$ cat config.mk
export PLATFORM = sky130hd
export DESIGN_NAME = cpu4_bus_memory_flat
export DESIGN_NICKNAME = d
export VERILOG_FILES = /design/src/rtl/cpu4_bus_memory_if.sv /design/src/rtl/cpu4_bus_memory.sv /design/src/flat_wrapper.sv
export SDC_FILE = /design/constraint.sdc
export NUM_CORES = 1
export LEC_CHECK = 0
export CAP_MARGIN = 20
export CORE_MARGIN = 8
export CORE_UTILIZATION = 35
export CTS_BUF_LIST = sky130_fd_sc_hd__clkbuf_4
export DETAILED_ROUTE_END_ITERATION = 6
export PLACE_DENSITY = 0.62
export SLEW_MARGIN = 20
export SYNTH_ARGS = -nofsm -noshare
export SYNTH_HDL_FRONTEND = slang
export SYNTH_SLANG_ARGS = --single-unit
$ cat constraint.sdc
create_clock -name clk -period 6.65 [get_ports clk]
set_input_delay 1.33 -clock clk [delete_from_list [all_inputs] [get_ports clk]]
set_output_delay 1.33 -clock clk [all_outputs]
set_load 0.05 [all_outputs]
$ cat src/rtl/cpu4_bus_memory_if.sv
// cpu4_bus_memory_if: CPU bus and host-loader signal bundle for cpu4_bus_memory.
//   master: drives bus_addr/bus_wcyc and load_en/load_valid/load_data.
//   slave : drives bus_rdata, load_ready/load_ptr/load_done, cpu_rst_p, proto_err, wr_count.
interface cpu4_bus_memory_if #(
    parameter int ADDR_W = 7,
    parameter int DATA_W = 4
);
    logic [ADDR_W-1:0] bus_addr;
    logic              bus_wcyc;
    logic [DATA_W-1:0] bus_rdata;
    logic              load_en;
    logic              load_valid;
    logic [DATA_W-1:0] load_data;
    logic              load_ready;
    logic [ADDR_W-1:0] load_ptr;
    logic              load_done;
    logic              cpu_rst_p;
    logic              proto_err;
    logic [7:0]        wr_count;

    modport master (
        output bus_addr, bus_wcyc, load_en, load_valid, load_data,
        input  bus_rdata, load_ready, load_ptr, load_done, cpu_rst_p, proto_err, wr_count
    );

    modport slave (
        input  bus_addr, bus_wcyc, load_en, load_valid, load_data,
        output bus_rdata, load_ready, load_ptr, load_done, cpu_rst_p, proto_err, wr_count
    );
endinterface

$ cat src/rtl/cpu4_bus_memory.sv
// cpu4_bus_memory: 128x4 memory responder for the 4-bit CPU bus with host program loader.
//   clk   : system clock, rising edge.
//   rst_n : asynchronous active-low reset; clears memory and all control state.
//   bus   : slave side of cpu4_bus_memory_if (two-phase CPU writes, combinational reads,
//           host load port, CPU reset, sticky protocol error, saturating write counter).
module cpu4_bus_memory #(
    parameter int ADDR_W = 7,
    parameter int DATA_W = 4,
    parameter int DEPTH  = 128
) (
    input logic                clk,
    input logic                rst_n,
    cpu4_bus_memory_if.slave   bus
);
    localparam logic [1:0] S_RUN   = 2'd0;
    localparam logic [1:0] S_WDATA = 2'd1;
    localparam logic [1:0] S_LOAD  = 2'd2;

    logic [1:0]        state_q, state_d;
    logic [ADDR_W-1:0] waddr_q, waddr_d;
    logic [ADDR_W-1:0] load_ptr_q, load_ptr_d;
    logic              load_done_q, load_done_d;
    logic              proto_err_q, proto_err_d;
    logic [7:0]        wr_count_q, wr_count_d;
    logic              cpu_rst_q;
    logic [DATA_W-1:0] mem_q [DEPTH];
    logic              we;
    logic [ADDR_W-1:0] wa;
    logic [DATA_W-1:0] wd;

    always_comb begin
        state_d     = state_q;
        waddr_d     = waddr_q;
        load_ptr_d  = load_ptr_q;
        load_done_d = load_done_q;
        proto_err_d = proto_err_q;
        wr_count_d  = wr_count_q;
        we          = 1'b0;
        wa          = waddr_q;
        wd          = bus.bus_addr[DATA_W-1:0];
        if (state_q == S_LOAD) begin
            if (!bus.load_en) begin
                state_d = S_RUN;
            end else if (bus.load_valid) begin
                we          = 1'b1;
                wa          = load_ptr_q;
                wd          = bus.load_data;
                load_ptr_d  = load_ptr_q + ADDR_W'(1);
                load_done_d = load_done_q | (&load_ptr_q);
            end
        end else if (bus.load_en) begin
            // Load request wins over any bus activity, including a pending data phase.
            state_d     = S_LOAD;
            load_ptr_d  = '0;
            load_done_d = 1'b0;
            wr_count_d  = '0;
        end else if (state_q == S_WDATA) begin
            state_d = S_RUN;
            if (bus.bus_wcyc) begin
                we         = 1'b1;
                wr_count_d = wr_count_q + {7'd0, ~&wr_count_q};
            end else begin
                proto_err_d = 1'b1;
            end
        end else if (bus.bus_wcyc) begin
            waddr_d = bus.bus_addr;
            state_d = S_WDATA;
        end
    end

    always_ff @(posedge clk or negedge rst_n) begin
        if (!rst_n) begin
            state_q     <= S_RUN;
            waddr_q     <= '0;
            load_ptr_q  <= '0;
            load_done_q <= 1'b0;
            proto_err_q <= 1'b0;
            wr_count_q  <= '0;
            cpu_rst_q   <= 1'b1;
        end else begin
            state_q     <= state_d;
            waddr_q     <= waddr_d;
            load_ptr_q  <= load_ptr_d;
            load_done_q <= load_done_d;
            proto_err_q <= proto_err_d;
            wr_count_q  <= wr_count_d;
            cpu_rst_q   <= (state_d == S_LOAD);
        end
    end

    always_ff @(posedge clk or negedge rst_n) begin
        if (!rst_n) begin
            for (int i = 0; i < DEPTH; i++) mem_q[i] <= '0;
        end else if (we) begin
            mem_q[wa] <= wd;
        end
    end

    // Reads are combinational so a write's new value appears only after its edge.
    assign bus.bus_rdata  = (state_q == S_LOAD) ? '0 : mem_q[bus.bus_addr];
    assign bus.load_ready = (state_q == S_LOAD);
    assign bus.load_ptr   = load_ptr_q;
    assign bus.load_done  = load_done_q;
    assign bus.cpu_rst_p  = cpu_rst_q;
    assign bus.proto_err  = proto_err_q;
    assign bus.wr_count   = wr_count_q;
endmodule
$ cat src/flat_wrapper.sv
// flat-port wrapper written by rule: the top's interface ports become plain ports
module cpu4_bus_memory_flat 
#(
    parameter int ADDR_W = 7,
    parameter int DATA_W = 4,
    parameter int DEPTH  = 128
)
  (clk, rst_n, bus_bus_addr, bus_bus_wcyc, bus_load_en, bus_load_valid, bus_load_data, bus_bus_rdata, bus_load_ready, bus_load_ptr, bus_load_done, bus_cpu_rst_p, bus_proto_err, bus_wr_count);
  cpu4_bus_memory_if #(.ADDR_W(ADDR_W), .DATA_W(DATA_W)) bus_i ();
  input logic clk;
  input logic rst_n;
  input wire logic [$bits(bus_i.bus_addr)-1:0] bus_bus_addr;
  input wire logic [$bits(bus_i.bus_wcyc)-1:0] bus_bus_wcyc;
  input wire logic [$bits(bus_i.load_en)-1:0] bus_load_en;
  input wire logic [$bits(bus_i.load_valid)-1:0] bus_load_valid;
  input wire logic [$bits(bus_i.load_data)-1:0] bus_load_data;
  output wire logic [$bits(bus_i.bus_rdata)-1:0] bus_bus_rdata;
  output wire logic [$bits(bus_i.load_ready)-1:0] bus_load_ready;
  output wire logic [$bits(bus_i.load_ptr)-1:0] bus_load_ptr;
  output wire logic [$bits(bus_i.load_done)-1:0] bus_load_done;
  output wire logic [$bits(bus_i.cpu_rst_p)-1:0] bus_cpu_rst_p;
  output wire logic [$bits(bus_i.proto_err)-1:0] bus_proto_err;
  output wire logic [$bits(bus_i.wr_count)-1:0] bus_wr_count;
  assign bus_i.bus_addr = bus_bus_addr;
  assign bus_i.bus_wcyc = bus_bus_wcyc;
  assign bus_i.load_en = bus_load_en;
  assign bus_i.load_valid = bus_load_valid;
  assign bus_i.load_data = bus_load_data;
  assign bus_bus_rdata = bus_i.bus_rdata;
  assign bus_load_ready = bus_i.load_ready;
  assign bus_load_ptr = bus_i.load_ptr;
  assign bus_load_done = bus_i.load_done;
  assign bus_cpu_rst_p = bus_i.cpu_rst_p;
  assign bus_proto_err = bus_i.proto_err;
  assign bus_wr_count = bus_i.wr_count;
  cpu4_bus_memory #(.ADDR_W(ADDR_W), .DATA_W(DATA_W), .DEPTH(DEPTH)) u_core (.clk(clk), .rst_n(rst_n), .bus(bus_i));
endmodule
==> impl_metrics.toml, run 1 <==
[sta]
max_slew.worst_pin.slew_ns = 1.13
finalClockSkew_ns = 0.0635
max_freq_mhz = 171
slew_violations = 0
grt_setup_unrepaired = "no"
min_period_over_period_pct = 88.1
finalCriticalPeriod_ns = 5.86
tns_ns = 0
fin_ws_ns = 0.790
max_slew_margin_pct = 24.5
hold_violations = 0
final-setup-viol-count = 0

[worst_setup_path]
cp.arrival_ns = 4.53
worstPathRequired_ns = 5.32
start_kind = "input port"
worstSetupEndpointType = "output port"
worstSetupPathType = "input port to output port"
crit_fanout = 58

[finish]
syn_to_final_growth_pct = 13.0
drive_gt1_share_pct = 29.6
final_nets = 2269

[yosys]
syn_avg_cell_area_um2 = 11.8
syn_area_um2 = 25500
seq_area_frac_synth_pct = 52.9
async_flop_share_pct = 100
ys_types = 63
synth_seq_cells = 539
ys_warn_count = 0
syn_nets = 2182
ys.flop_type = "dfrtp_1"
synthCells = 2163
synth_edf_count = 0

[min_path]
hold_class = "input port to async pin"

[floorplanning]
io_pins = 39
die-height_um = 286
die_width_um = 286
rows = 99
start_util_pct = 35.1
fp.coreArea_um2 = 72600
die-area_um2 = 81800

[detailed_routing]
wl_mm = 71.5
drt_iter0_drc = 1385
ant_nets = 0
avgViaCountPerCell = 5.43
num_vias = 18007
drt_pass1_iterations = 7
drcViolationCount = 0
post_drt_wl_per_cell_um = 21.5

[place]
hpwl_mm = 45.1
port_buffers = 38
pre_cts_slack_ns = 0.843
gp_congestion = 0.851

[power_and_ir_drop]
p_sw_mw = 2.29
irDropWorstVdd_mv = 0.113
leakage_nw = 13.4
pwr-share-comb_pct = 13.7
p_seq_share_pct = 47.6
power_density_nw_per_um2 = 280
p_int_mw = 5.77
switching_share_pct = 28.4
pwr-share-clk_pct = 38.7

[clock_tree]
cts_buffers = 146
htreeDepth = 4
cts_hold_buf = 0
clock_path_buffers = 3
cts_resized = 0
clock-sinks = 539
cts_setup_buffers = 0
clk_latency_ns = 1.00
cts_root_buf = "clkbuf_4"
clk_pin_slew_ns = 0.08
cts_tree = "yes"

[global_routing]
antenna_found_initial = 6
grt-ovfl-total = 0
grt_max_degree = 150
grt_first_pass_wirelength_mm = 112
track_usage_pct = 17.5
grt_pass1_vias = 18699

[run_status]
status = "completed"

[job]
cap_viol_max_count = 0
## final cells by class
cell class / count / area [µm²]
fill: 6969 / 43800
sequential: 539 / 13500
multi-input combinational: 1480 / 11400
clock buffer: 213 / 1600
tap: 959 / 1200
timing repair buffer: 79 / 808
clock inverter: 40 / 332
inverter: 4 / 15.0
antenna: 5 / 12.5
## power groups by stage
stage,clock network (mW),registers [mW],logic [mW]
6_report,3.12,3.84,1.10
3_5_place_dp,0,3.89,1.10
2_1_floorplan,0,3.82,0.741
5_1_grt,3.40,3.87,1.20
3_3_place_gp,0,3.87,1.07
4_1_cts,3.20,3.83,1.11
## final timing paths
check / from / end / slack [ns] / cells past startpoint
worst max-delay path: bus_bus_addr[0] / bus_bus_rdata[0] / 0.79 / 10
worst min-delay path: rst_n / u_core.mem_q[480] / 0.20 / 1
min in group clk: u_core.mem_q[159] / u_core.mem_q[159] / 0.47 / 2
max in group asynchronous: rst_n / u_core.mem_q[136] / 4.96 / 3
worst min register to register: u_core.mem_q[159] / u_core.mem_q[159] / 0.47 / 2
worst max register to register: u_core.state_q[1] / u_core.mem_q[52] / 3.21 / 7
## cells by family (layout without fill, tap and decap cells)
kind of cell | Yosys count | in the layout | share of synthesized area (%)
AND/OR/NAND/NOR | 595 | 595 | 11.3
flip-flops | 539 | 539 | 52.9
multiplexers | 470 | 470 | 23.4
AO/OA/AOI/OAI | 408 | 408 | 9.45
buffers and inverters | 144 | 336 | 2.69
XOR/XNOR | 4 | 4 | 0.137
adder cells (fa/ha/maj) | 3 | 3 | 0.147
other | 0 | 5 | 0
## worst max-delay path: stages
cell and delay [ns]:
buf_4 0.69, buf_4 0.33, buf_4 0.23, mux2i_1 0.10, o22ai_1 0.18, a211o_1 0.13, o211ai_1 0.11, nor4_1 0.81
or3_1 0.36, buf_12 0.17
## synth_stat cells (9+ instances only)
cell type	n	area, µm²
nor2_1	217	815
or3_1	17	106
nand3_1	29	145
nand4_1	9	56.3
buf_2	28	140
o21ai_0	125	626
dfrtp_1	538	13500
nor3_1	11	55.1
nand2b_1	24	150
nor2_2	25	156
mux4_2	72	1620
nand2_1	194	728
a22oi_1	32	240
nor2_8	10	200
nor2b_1	12	75.1
mux2i_1	116	1160
clkbuf_1	80	300
and3_1	11	68.8
nor2_4	9	101
a21oi_1	170	851
buf_4	21	158
mux2_2	280	3150
## through the flow
step / hold slack (ns) / utilization [%] / cells / instance area (µm²) / total power, mW
final: 0.197 / 39.7 / 3319 / 28800 / 8.06
after global routing: 0.154 / 39.7 / 3317 / 28800 / 8.47
after CTS: 0.423 / 39.6 / 3313 / 28800 / 8.14
after detailed placement: 0.465 / 37.0 / 3060 / 26800 / 4.99
after global placement: 0.456 / 37.0 / 3060 / 26800 / 4.94
after floorplan: 0.445 / - / 2163 / 25500 / 4.56
## state kept, by name, summed over array words and instances, names as in the netlist
signal,count
u_core.bus.wr_count,8
u_core.bus.load_ptr,7
u_core.state_q,2
u_core.waddr_q,7
u_core.bus.proto_err,1
u_core.bus.cpu_rst_p,1
u_core.mem_q,512
u_core.bus.load_done,1
## cells in the final DEF (no fill, tap or decap), types with 6 or more instances in the layout
cell type          n
a22o_1             8
clkinv_1          26
a221oi_1           8
a21oi_1          170
mux4_2            72
and3_1            11
or3_1             16
nand4_1            9
bufinv_16          6
buf_4             36
nand2_1          190
a22oi_1           32
clkdlybuf4s50_1   29
o31a_1             6
buf_12             9
nor3_1            11
nand3_1           28
nor2_1           217
mux2_2           280
clkbuf_4         213
nor2b_1           12
nor2_4             9
o31ai_1            6
nor2_2            25
mux2i_1          116
nor2_8            10
o21ai_0          125
dfrtp_1          538
nand2b_1          24
## routing by layer
layer / track usage (%) / vias up / wire, µm / part of all wire, %
li1: - / 8056 / - / -
met1: 23.0 / 9234 / 31300 / 44
met2: 28.6 / 601 / 34600 / 48
met3: 3.57 / 116 / 4150 / 5.8
met4: 6.19 / 0 / 1490 / 2.1
met5: 0 / - / 0 / 0
Power figures use the tool's default switching activity.
==> run 2: changes to the inputs <==
Settings changed: CAP_MARGIN 20 to 5, GPL_TIMING_DRIVEN set to 0.
==> run 2 against run 1 <==
Sequential cell count unchanged. Register-to-register slack got worse by 0.14 ns. Final area increased by 1.2%. Critical path type unchanged.
==> impl_metrics.toml, run 2 (same netlist as run 1, synthesis figures left out) <==
[worst_setup_path]
rr_startpoint = "u_core.state_q[0]"
worstSetupEndpointType = "output port"
cp.arrival_ns = 5.20
cp_slowest_cell = "clkbuf_1"
start_kind = "input port"
cp_top_family = "buffers and inverters"
r2r.worst_path.cells = 7
critPathBufInv = 4
crit_path_frequent_cell = "clkbuf_1"
path_cells = "clkbuf_1 -> clkbuf_1 -> clkbuf_1 -> nor2_1 -> nor3_1 -> nor4_4 -> or3_1 -> clkdlybuf4s50_1"
worstPathRequired_ns = 5.32
ff2ff_setup_slack_ns = 3.07
crit_path_max_incr_delay_ns = 0.80
crit_fanout = 10
worstSetupPathType = "input port to output port"
reg2reg_to = "u_core.mem_q[119]"

[power_and_ir_drop]
p_int_mw = 5.73
p_seq_share_pct = 47.0
power_density_nw_per_um2 = 279
pwr-share-comb_pct = 14.9
p_sw_mw = 2.41
switching_share_pct = 29.6
pwr-share-clk_pct = 38.1
irDropWorstVdd_mv = 0.144
finalPower_mw = 8.14
leakage_nw = 13.6

[sta]
tns_ns = 0
final-setup-viol-count = 0
min_period_over_period_pct = 98.2
slew_violations = 0
hold_violations = 0
max_slew.worst_pin.slew_ns = 1.14
max_slew_margin_pct = 23.0
finalCriticalPeriod_ns = 6.53
grt_setup_unrepaired = "no"
max_freq_mhz = 153
finalClockSkew_ns = 0.0503
holdWs_ns = 0.345
fin_ws_ns = 0.121

[clock_tree]
cts_buffers = 146
cts_root_buf = "clkbuf_4"
htreeDepth = 4
clock-sinks = 539
clk_pin_slew_ns = 0.06
cts_tree = "yes"
clock_path_buffers = 3
clk_latency_ns = 1.01

[finish]
largest_register_ffs = 512
top_register = "u_core.mem_q"
final_common_cell = "dfrtp_1"
drive_gt1_share_pct = 28.9
final_nets = 2370
syn_to_final_growth_pct = 14.3
mostFrequentLayoutCells = "538 x dfrtp_1, 280 x mux2_2, 219 x clkbuf_4"

[detailed_routing]
post_drt_wl_per_cell_um = 25.4
drcViolationCount = 0
avgViaCountPerCell = 5.62
ant_nets = 0
drt_iter0_drc = 1865
wl_mm = 87.0
drt_pass1_iterations = 5
num_vias = 19241

[floorplanning]
io_pins = 39
die_width_um = 286
rows = 99
start_util_pct = 35.1
die-area_um2 = 81800
fp.coreArea_um2 = 72600
die-height_um = 286

[global_routing]
antenna_found_initial = 6
grt_pass1_vias = 19701
grt-ovfl-total = 0
grt_first_pass_wirelength_mm = 129
track_usage_pct = 21.1
grt_max_degree = 102

[run_status]
status = "completed"

[min_path]
hold_class = "input port to async pin"

[place]
port_buffers = 34
pre_cts_slack_ns = -0.341
hpwl_mm = 60.3
gp_congestion = 0.940

[job]
cap_viol_max_count = 0
[run 2: cell types whose count changed in the layout (fill, tap and decap cells not counted), sizes merged]
| cell | delta |
|---|---|
| buf | +18 |
| bufinv | -2 |
| clkbuf | +85 |
| clkdlybuf4s50 | +4 |
| clkinv | -8 |
| clkinvlp | -1 |
| diode | +2 |
| inv | +4 |
[run 2: power groups by stage]
stage / registers [mW] / logic (mW) / clock network, mW
6_report: 3.83 / 1.22 / 3.10
5_1_grt: 3.86 / 1.30 / 3.34
4_1_cts: 3.82 / 1.20 / 3.15
3_5_place_dp: 3.88 / 1.20 / 0
3_3_place_gp: 3.87 / 1.15 / 0
2_1_floorplan: 3.82 / 0.741 / 0
[run 2: worst max path at each step]
stage	start	endpoint	slack, ns	depth (start not counted)
after floorplan	bus_bus_addr[1]	bus_bus_rdata[0]	1.91	7
after detailed placement	bus_bus_addr[2]	bus_bus_rdata[3]	-0.34	9
after global routing	bus_bus_addr[2]	bus_bus_rdata[1]	0.03	8
final	bus_bus_addr[2]	bus_bus_rdata[1]	0.12	8
after global placement	rst_n	u_core.mem_q[32]	-18.81	1
after CTS	bus_bus_addr[2]	bus_bus_rdata[2]	0.11	9
[run 2: per-stage QoR]
stage	cell area [µm²]	utilization, %	std cells
4_1_cts	29100	40.1	3415
5_1_grt	29200	40.2	3417
2_1_floorplan	25500	-	2163
6_report	29200	40.2	3421
3_3_place_gp	27000	37.3	3156
3_5_place_dp	27200	37.5	3164
[run 2: repair_timing]
action	in CTS	in global routing
hold buffers	0	0
setup endpoints to repair	4	3
gates resized for setup	5	2
setup buffers	0	0
[run 2: layout make-up]
class	instances	area, µm²
multi-input combinational	1480	11400
clock buffer	219	1640
clock inverter	33	235
fill	7052	43400
antenna	7	17.5
sequential	539	13500
timing repair buffer	42	527
tap	959	1200
buffer	138	666
inverter	4	15.0
[run 2: metal layers]
| metal | global-route usage (%) | share of wire (%) |
|---|---|---|
| met5 | 0 | 0.030 |
| met4 | 9.63 | 4.0 |
| met3 | 5.40 | 8.8 |
| met2 | 32.7 | 46 |
| met1 | 27.7 | 41 |
==> run 3: changes to the inputs <==
Settings changed: GPL_ROUTABILITY_DRIVEN set to 1.
==> results of run 3 <==
Final layout, timing and power as in run 2 (identical DEF).
